File: config.mk
export PLATFORM = sky130hd
export DESIGN_NAME = id_stage_pipe
export DESIGN_NICKNAME = d
export VERILOG_FILES = /design/src/rtl/id_stage_pipe.sv
export SDC_FILE = /design/constraint.sdc
export NUM_CORES = 2
export LEC_CHECK = 0
export BUFFER_PORTS_ARGS = -buffer_cell sky130_fd_sc_hd__buf_2
export CORE_ASPECT_RATIO = 0.9
export CORE_MARGIN = 1.5
export CORE_UTILIZATION = 50
export CTS_CLUSTER_DIAMETER = 100
export DETAILED_ROUTE_END_ITERATION = 16
export PLACE_DENSITY = 0.66
export SETUP_SLACK_MARGIN = 0.5
export SYNTH_ARGS = -nofsm -noshare
export SYNTH_HDL_FRONTEND = slang
export SYNTH_SLANG_ARGS = --single-unit
File: constraint.sdc
create_clock -name clk -period 2.5 [get_ports clk]
set_input_delay 0.375 -clock clk [delete_from_list [all_inputs] [get_ports clk]]
set_output_delay 0.375 -clock clk [all_outputs]
set_load 0.03 [all_outputs]
File: src/rtl/id_stage_pipe.sv
// ID stage: 6-bit-opcode decode, register file read, ID/EX pipeline register with
// valid/ready handshakes, load-use stall, flush and HALT FSM. Optional macro: ID_WB_BYPASS_EN.
module id_stage_pipe #(
    parameter int DATA_W   = 32,
    parameter int NUM_REGS = 32,
    localparam int AW      = $clog2(NUM_REGS)
) (
    input  logic              clk,
    input  logic              reset,
    input  logic              in_valid,
    output logic              in_ready,
    input  logic [31:0]       inst,
    input  logic              wb_we,
    input  logic [AW-1:0]     wb_addr,
    input  logic [DATA_W-1:0] wb_data,
    input  logic              flush,
    output logic              out_valid,
    input  logic              out_ready,
    output logic [5:0]        out_opcode,
    output logic [DATA_W-1:0] out_rs_val,
    output logic [DATA_W-1:0] out_rt_val,
    output logic [DATA_W-1:0] out_imm,
    output logic [AW-1:0]     out_dest,
    output logic              out_we,
    output logic              out_is_load,
    output logic              out_is_store,
    output logic              out_is_branch,
    output logic              halted
);

    typedef enum logic {RUN = 1'b0, HALTED = 1'b1} state_e;

    state_e state_q, state_d;
    logic   run;

    logic [DATA_W-1:0] rf_q [NUM_REGS];

    logic              out_valid_q, out_valid_d;
    logic [5:0]        out_opcode_q;
    logic [DATA_W-1:0] out_rs_val_q, out_rt_val_q, out_imm_q;
    logic [AW-1:0]     out_dest_q;
    logic              out_we_q, out_is_load_q, out_is_store_q, out_is_branch_q;

    logic [5:0]        opcode;
    logic [AW-1:0]     rs, rt, rd;
    logic [DATA_W-1:0] imm;
    logic              dec_legal, dec_we, dec_load, dec_store, dec_branch, dec_halt;
    logic              reads_rs, reads_rt;
    logic [AW-1:0]     dec_dest;
    logic [DATA_W-1:0] rs_val, rt_val;
    logic              wb_wr, adv, hazard, accept, load_en;

    assign opcode = inst[31:26];
    assign rs     = inst[21 +: AW];
    assign rt     = inst[16 +: AW];
    assign rd     = inst[11 +: AW];
    assign imm    = {{(DATA_W-16){inst[15]}}, inst[15:0]};

    always_comb begin
        dec_legal  = 1'b0;
        dec_we     = 1'b0;
        dec_load   = 1'b0;
        dec_store  = 1'b0;
        dec_branch = 1'b0;
        dec_halt   = 1'b0;
        reads_rs   = 1'b0;
        reads_rt   = 1'b0;
        dec_dest   = '0;
        case (opcode)
            6'd0, 6'd2, 6'd4, 6'd6, 6'd8, 6'd10: begin
                dec_legal = 1'b1; dec_we = 1'b1; dec_dest = rd;
                reads_rs  = 1'b1; reads_rt = 1'b1;
            end
            6'd1, 6'd3, 6'd5, 6'd7, 6'd9, 6'd11, 6'd12: begin
                dec_legal = 1'b1; dec_we = 1'b1; dec_dest = rt;
                reads_rs  = 1'b1; dec_load = (opcode == 6'd12);
            end
            6'd13: begin
                dec_legal = 1'b1; dec_store = 1'b1;
                reads_rs  = 1'b1; reads_rt  = 1'b1;
            end
            6'd14, 6'd16: begin
                dec_legal = 1'b1; dec_branch = 1'b1; reads_rs = 1'b1;
            end
            6'd15: begin
                dec_legal = 1'b1; dec_branch = 1'b1;
                reads_rs  = 1'b1; reads_rt   = 1'b1;
            end
            6'd17: begin
                dec_legal = 1'b1; dec_halt = 1'b1;
            end
            default: ;
        endcase
    end

    assign wb_wr = wb_we && (wb_addr != '0);

    always_comb begin
        rs_val = (rs == '0) ? '0 : rf_q[rs];
        rt_val = (rt == '0) ? '0 : rf_q[rt];
`ifdef ID_WB_BYPASS_EN
        // wb_wr already excludes r0, so a match implies a nonzero source index
        if (wb_wr && (wb_addr == rs)) rs_val = wb_data;
        if (wb_wr && (wb_addr == rt)) rt_val = wb_data;
`endif
    end

    always_ff @(posedge clk or negedge reset) begin
        if (!reset) begin
            for (int unsigned i = 0; i < NUM_REGS; i++) rf_q[i] <= '0;
        end else if (wb_wr) begin
            rf_q[wb_addr] <= wb_data;
        end
    end

    assign adv    = !out_valid_q || out_ready;
    assign hazard = out_valid_q && out_is_load_q && (out_dest_q != '0) &&
                    ((reads_rs && (out_dest_q == rs)) || (reads_rt && (out_dest_q == rt)));
    assign in_ready = adv && !hazard && run && !flush;
    assign accept   = in_valid && in_ready;
    assign load_en  = accept && dec_legal;

    always_ff @(posedge clk or negedge reset) begin
        if (!reset) state_q <= RUN;
        else        state_q <= state_d;
    end

    always_comb begin
        state_d = state_q;
        if (flush)                                     state_d = RUN;
        else if (state_q == RUN && accept && dec_halt) state_d = HALTED;
    end

    always_comb begin
        run    = (state_q == RUN);
        halted = (state_q == HALTED);
    end

    always_comb begin
        out_valid_d = out_valid_q;
        if (flush)    out_valid_d = 1'b0;
        else if (adv) out_valid_d = load_en;
    end

    // load_en implies adv and no flush, so the bundle only changes on a real load
    always_ff @(posedge clk or negedge reset) begin
        if (!reset) begin
            out_valid_q     <= 1'b0;
            out_opcode_q    <= '0;
            out_rs_val_q    <= '0;
            out_rt_val_q    <= '0;
            out_imm_q       <= '0;
            out_dest_q      <= '0;
            out_we_q        <= 1'b0;
            out_is_load_q   <= 1'b0;
            out_is_store_q  <= 1'b0;
            out_is_branch_q <= 1'b0;
        end else begin
            out_valid_q <= out_valid_d;
            if (load_en) begin
                out_opcode_q    <= opcode;
                out_rs_val_q    <= rs_val;
                out_rt_val_q    <= rt_val;
                out_imm_q       <= imm;
                out_dest_q      <= dec_dest;
                out_we_q        <= dec_we;
                out_is_load_q   <= dec_load;
                out_is_store_q  <= dec_store;
                out_is_branch_q <= dec_branch;
            end
        end
    end

    assign out_valid     = out_valid_q;
    assign out_opcode    = out_opcode_q;
    assign out_rs_val    = out_rs_val_q;
    assign out_rt_val    = out_rt_val_q;
    assign out_imm       = out_imm_q;
    assign out_dest      = out_dest_q;
    assign out_we        = out_we_q;
    assign out_is_load   = out_is_load_q;
    assign out_is_store  = out_is_store_q;
    assign out_is_branch = out_is_branch_q;

endmodule

# [Word level (Yosys, flattened, before mapping)]
# Cells that the tools add are included.
[op_classes] n_lt_le_gt_ge=4 eq_ne=19 muxes=24 n_bitwise=4 reduce_logical=33
[ops] operator="bitwise mux 1024 bit" n=1
[ops] operator="binary-select mux 32 bit (select 5 bit)" n=2
[ops] operator="2-to-1 mux 32 bit" n=7
[ops] operator="demux 32 bit (select 5 bit)" n=1
[ops] operator="== test 6 x 4 -> 1 bit (second input constant)" n=8
[ops] operator="== test 6 x 3 -> 1 bit (second input constant)" n=4
[ops] operator="greater-or-equal comparator 6 bit (second input constant)" n=3
[ops] operator="inverter 5 -> 6 bit" n=3
[ops] operator="OR reduction 18 bit" n=1
[ops] operator="OR reduction 17 bit" n=1
[ops] operator="logical AND 1 bit" n=14
[ops] operator="OR reduction 13 bit" n=1
[ops] operator="== test 6 x 2 -> 1 bit (second input constant)" n=2
[ops] operator="== test 6 x 5 -> 1 bit (second input constant)" n=2
[ops] operator="2-to-1 mux 1 bit" n=12
[ops] operator="== test 5 bit" n=2
[ops] operator="zero test 5 bit" n=2
[ops] operator="one-hot mux 5 bit (2 select lines)" n=1
[ops] operator="nonzero test 5 bit" n=2
[ops] operator="OR reduction 8 bit" n=1
[ops] operator="OR reduction 7 bit" n=1
[ops] operator="== test 6 x 1 -> 1 bit (second input constant)" n=1
[ops] operator="zero test 6 bit" n=1
[ops] operator="less-than comparator 6 x 1 -> 1 bit (second input constant)" n=1
[ops] operator="other kinds (6)" n=10
[totals] ff_bits=1121 input_bits=75 output_inout_bits=114 elab_cells=127

# [Depth between registers and ports, before layout]
[logic_depth] depth_word=15 depth_mapped=9 depth_no_buf=6

# [Worst setup path before layout]
# Ideal clock, no wire load.
[synth_path] kind="register -> register" startpoint="register out_dest_q[0], in the netlist out_dest[0]" endpoint="register out_opcode_q[1], in the netlist out_opcode[1]" setup_time_ns=0.125 arrival_time_ns=2.111 required_ns=2.375 path_slack_ns=0.264 stages_incl_launch_ff=9 n_path_buf=2 period_less_slack_ns=2.236 path_cell_list="dfrtp_1 -> xnor2_1 -> nand4_1 -> a2111oi_0 -> o2111a_2 -> or2_1 -> buf_6 -> buf_8 -> mux2_4"
[synth_between] elab_chain_len=10 elab_cells_between_ends=14 cone_classes="eq/ne (2); reduce/logical (12)"
[synth_lines] element="from (decl)" line_no="41" rtl="logic [AW-1:0] out_dest_q;"
[synth_lines] element="from (signal assigned)" line_no="165" rtl="out_dest_q <= dec_dest;"
[synth_lines] element="== test 5 bit" line_no="118" rtl="((reads_rs && (out_dest_q == rs)) || (reads_rt && (out_dest_q == rt)));"
[synth_lines] element="logical AND 1 bit" line_no="118"
[synth_lines] element="logical OR 1 bit" line_no="118"
[synth_lines] element="logical AND 1 bit (*)" line_no="117" rtl="assign hazard = out_valid_q && out_is_load_q && (out_dest_q != '0) &&"
[synth_lines] element="zero test 1 bit (*)" line_no="119" rtl="assign in_ready = adv && !hazard && run && !flush;"
[synth_lines] element="logical AND 1 bit (*) (3 in a row)" line_no="119"
[synth_lines] element="logical AND 1 bit (*)" line_no="120" rtl="assign accept = in_valid && in_ready;"
[synth_lines] element="logical AND 1 bit (*)" line_no="121" rtl="assign load_en = accept && dec_legal;"
[synth_lines] element="to (signal assigned)" line_no="161" rtl="out_opcode_q <= opcode;"
[synth_lines] element="to (decl)" line_no="39" rtl="logic [5:0] out_opcode_q;"
# Mark *: on every way between the ends. The rest lies on a longest branch, timed or not.
# A chain may end at the register's enable or synchronous reset.

# [Worst setup path after layout]
[layout_path] startpoint="register out_dest_q[4], in the netlist out_dest[4]" endpoint="output in_ready"
[layout_between] elab_chain_len=8 elab_cells_between_ends=12 cone_classes="eq/ne (2); reduce/logical (10)"
[layout_lines] element="== test 5 bit" line_no="118"
[layout_lines] element="logical AND 1 bit" line_no="118"
[layout_lines] element="logical OR 1 bit" line_no="118"
[layout_lines] element="logical AND 1 bit (*)" line_no="117"
[layout_lines] element="zero test 1 bit (*)" line_no="119"
[layout_lines] element="logical AND 1 bit (*) (3 in a row)" line_no="119"
[layout_lines] element="to (decl)" line_no="11" rtl="output logic in_ready,"
# Marked as above.

==> impl_metrics.env <==
export IMPL_synthDistinctLibCells=55
export IMPL_r2r_start="out_dest[4]"
export IMPL_cts_tree="built"
export IMPL_numPortBuffers=188
export IMPL_r2r_cells=12
export IMPL_synth_xor_area_frac=0.001509
export IMPL_drv_cap=0
export IMPL_worstMarginPinSlew_ns=1.043
export IMPL_max_vdd_ir_drop_mv=0.6091
export IMPL_synthFlopType="dfrtp_1"
export IMPL_routedWlPerCell_um=31.52
export IMPL_core_um2=115000
export IMPL_utilization=0.5929
export IMPL_grt_pass1_vias=40140
export IMPL_drc_errors=0
export IMPL_synth_mux_area_frac=0.3893
export IMPL_synth_async_reset_ratio=1.000
export IMPL_clkTransAtPathRegs_ns=0.07
export IMPL_cp_max_fo=4
export IMPL_drt_iter0_drc=4170
export IMPL_via_per_inst=6.666
export IMPL_track_usage=0.3202
export IMPL_synth_seq_cells=1121
export IMPL_max_freq_mhz=380.6
export IMPL_synthCells=4239
export IMPL_reg2reg_slack_ns=-0.06
export IMPL_dp_hpwl_um=112000
export IMPL_synth_area_um2=58020
export IMPL_ys_seq_area_frac=0.4835
export IMPL_hold_viol=0
export IMPL_area_delta_synth_final_pct=17.51
export IMPL_io_pins=189
export IMPL_die_x_um=362.1
export IMPL_hold_class="primary input to register"
export IMPL_timing_rr_end="out_rs_val[27]"
export IMPL_place_ws_ns=0.04987
export IMPL_routed_wl_um=189400
export IMPL_synthAdderAreaFrac=0
export IMPL_antenna_found_initial=15
export IMPL_die_y_um=326.2
export IMPL_slowest_stage="dfrtp_2"
export IMPL_endpoint="in_ready"
export IMPL_cp_cell_sequence="xnor2_1 > o2111ai_2 > nor3_2 > o2111a_2 > nor2_2 > buf_6"
export IMPL_setup_viol=34
export IMPL_arrival_ns=2.25
export IMPL_status="finished, violations left"
export IMPL_cp_start_kind="register"
export IMPL_cp_depth=6
export IMPL_skew_ns=0.02681
export IMPL_core_rowCount=118
export IMPL_antenna_left=0
export IMPL_slew_viol_final=0
export IMPL_rsz0062_at_grt="true"
export IMPL_worstSetupStartpoint="out_dest[4]"
export IMPL_yosysWarningCount=0
export IMPL_die_area_um2=118100
export IMPL_path_buf_inv=1
export IMPL_cts_buffer_depth=3
export IMPL_dr_pass1_iters=5
export IMPL_synth_top_family_by_area="multiplexers"
export IMPL_violations="negative setup slack"
export IMPL_synth_compound_area_frac=0.04949
export IMPL_grt_max_degree=123
export IMPL_period_needed_ns=2.628
export IMPL_htreeDepth=3
export IMPL_powerDensity_nw_per_um2=810.9
export IMPL_relSlewSlack=0.3032
export IMPL_avgSynthCellArea_um2=13.69
export IMPL_p_leak_nw=30.47
export IMPL_cts_sinks=1121
export IMPL_cp_end_kind="primary output"
export IMPL_finalSetupTns_ns=-1.319
export IMPL_final_nets=4476
export IMPL_via_count=40050
export IMPL_cts_inserted_buffers=118
export IMPL_clk_latency_ns=0.73
export IMPL_drive_above_1_share=0.4795
export IMPL_cts_root_buffer="clkbuf_16"
export IMPL_start_util=0.5045
export IMPL_worstSetupPathType="register to primary output"
export IMPL_path_delay_family="flip-flops"
export IMPL_place_congestion=0.8453
export IMPL_grt_overflow=0
export IMPL_slowest_delay_ns=0.46
export IMPL_synth_edf_count=0
export IMPL_required_ns=2.12
export IMPL_final_setup_worst_slack_ns=-0.1277
export IMPL_grt_pass1_wl_um=279900
export IMPL_finalCritPeriodShare=1.051
export IMPL_synth_net_count=4314
export IMPL_synthSimpleGateAreaFrac=0.04144
==> kinds of logic after synthesis <==
family          Yosys count
flops                  1121
buf+inv                 464
simple gates            453
compound gates          435
xor+xnor                 10
mux                    1756
==> power breakdown <==
group | internal [mW] | total (mW) | switching [mW] | leakage, nW
clock | 11.6 | 19.4 | 7.74 | 2.10
combinational | 6.32 | 11.4 | 5.04 | 14.0
sequential | 21.7 | 24.6 | 2.88 | 14.4
==> synthesized netlist by cell type, types with 3 or more instances <==
master / number / area [µm²]
nor4_1: 33 / 206.5
nand3b_1: 7 / 52.55
mux2i_1: 352 / 3523
a22oi_1: 128 / 960.9
nand3_1: 100 / 500.5
xor2_1: 3 / 26.28
nor3_1: 4 / 20.02
o22ai_1: 96 / 600.6
buf_2: 112 / 560.5
mux2_1: 14 / 157.7
nand2_1: 56 / 210.2
nor2_1: 89 / 334.1
buf_6: 5 / 56.30
buf_1: 51 / 191.4
dfrtp_1: 1121 / 28050
buf_4: 23 / 172.7
mux4_2: 288 / 6486
mux2_4: 4 / 60.06
clkbuf_1: 271 / 1017
nor2b_1: 99 / 619.3
xnor2_1: 7 / 61.31
a211oi_1: 32 / 240.2
o21ai_0: 3 / 15.01
a21oi_1: 129 / 645.6
mux2_2: 1098 / 12360
nor3b_1: 8 / 60.06
a22o_1: 37 / 324.1
nand4_1: 33 / 206.5
==> routing by layer <==
metal  GRT usage  vias up  share of wire
li1            -    16330              -
met4      0.1036        6          0.035
met1      0.4523    21430           0.42
met5           0        -        0.00021
met2      0.4817     1909           0.45
met3     0.08542      373          0.095
==> layout by cell type, fill, tap and decap left out, types with 119 or more instances in the layout <==
cell type,netlist,layout
buf_2,112,180
buf_4,23,137
a21oi_1,129,129
dfrtp_1,1121,1115
clkbuf_16,0,119
mux4_2,288,288
a22oi_1,128,128
buf_12,0,124
mux2i_1,352,352
mux2_2,1098,1061
==> area by class of cell <==
| cell class | count | area, µm² |
|---|---|---|
| tap | 1500 | 1877 |
| clock inverter | 56 | 860.8 |
| timing repair buffer | 505 | 5449 |
| inverter | 1 | 3.754 |
| antenna | 5 | 12.51 |
| fill | 8875 | 46830 |
| multi-input combinational | 2654 | 28500 |
| clock buffer | 166 | 3425 |
| sequential | 1121 | 28060 |
==> sequential cells by signal (all words and copies together) (netlist names) <==
| signal | flops |
|---|---|
| out_imm | 16 |
| out_is_store | 1 |
| out_valid | 1 |
| out_is_branch | 1 |
| rf_q | 1024 |
| out_is_load | 1 |
| out_rt_val | 32 |
| out_rs_val | 32 |
| out_we | 1 |
| out_opcode | 6 |
| out_dest | 5 |
| halted | 1 |
==> how the worst min path moves through the flow <==
stage	start	to	depth (start not counted)
6_report	inst[26]	out_opcode[0]	2
3_5_place_dp	reset	out_imm[1]	1
2_1_floorplan	reset	halted	0
3_3_place_gp	reset	out_imm[1]	1
4_1_cts	inst[26]	out_opcode[0]	2
5_1_grt	inst[26]	out_opcode[0]	2
==> worst register-to-register path, cell delays in order (launching register included) <==
cell       delay (ns)
dfrtp_2          0.46
xnor2_1          0.28
o2111ai_2        0.16
nor3_2           0.17
o2111a_2         0.25
buf_4            0.11
buf_6            0.11
buf_6            0.10
nor2_4           0.04
buf_12           0.15
buf_12           0.13
buf_16           0.15
mux2_4           0.31
==> metrics by stage <==
stage               hold WS (ns)  total power [mW]  instances  area, µm²
finish                   0.09693             55.29       6008      68190
global route             0.07400             57.40       6005      68180
CTS                      0.02643             55.34       5997      68060
global placement          0.2871             35.27       5704      62360
detailed placement        0.2810             35.65       5704      62360
floorplan                0.07941             32.00       4239      58180
==> what timing repair did <==
item | CTS | global route
hold endpoints to repair | 218 | 0
gates resized for setup | 108 | 15
setup buffers | 29 | 6
endpoints found under the setup margin | 94 | 115
cloned | 18 | 0
pin swaps | 12 | 4
hold buffers | 24 | 0
Power figures use the tool's default switching activity.
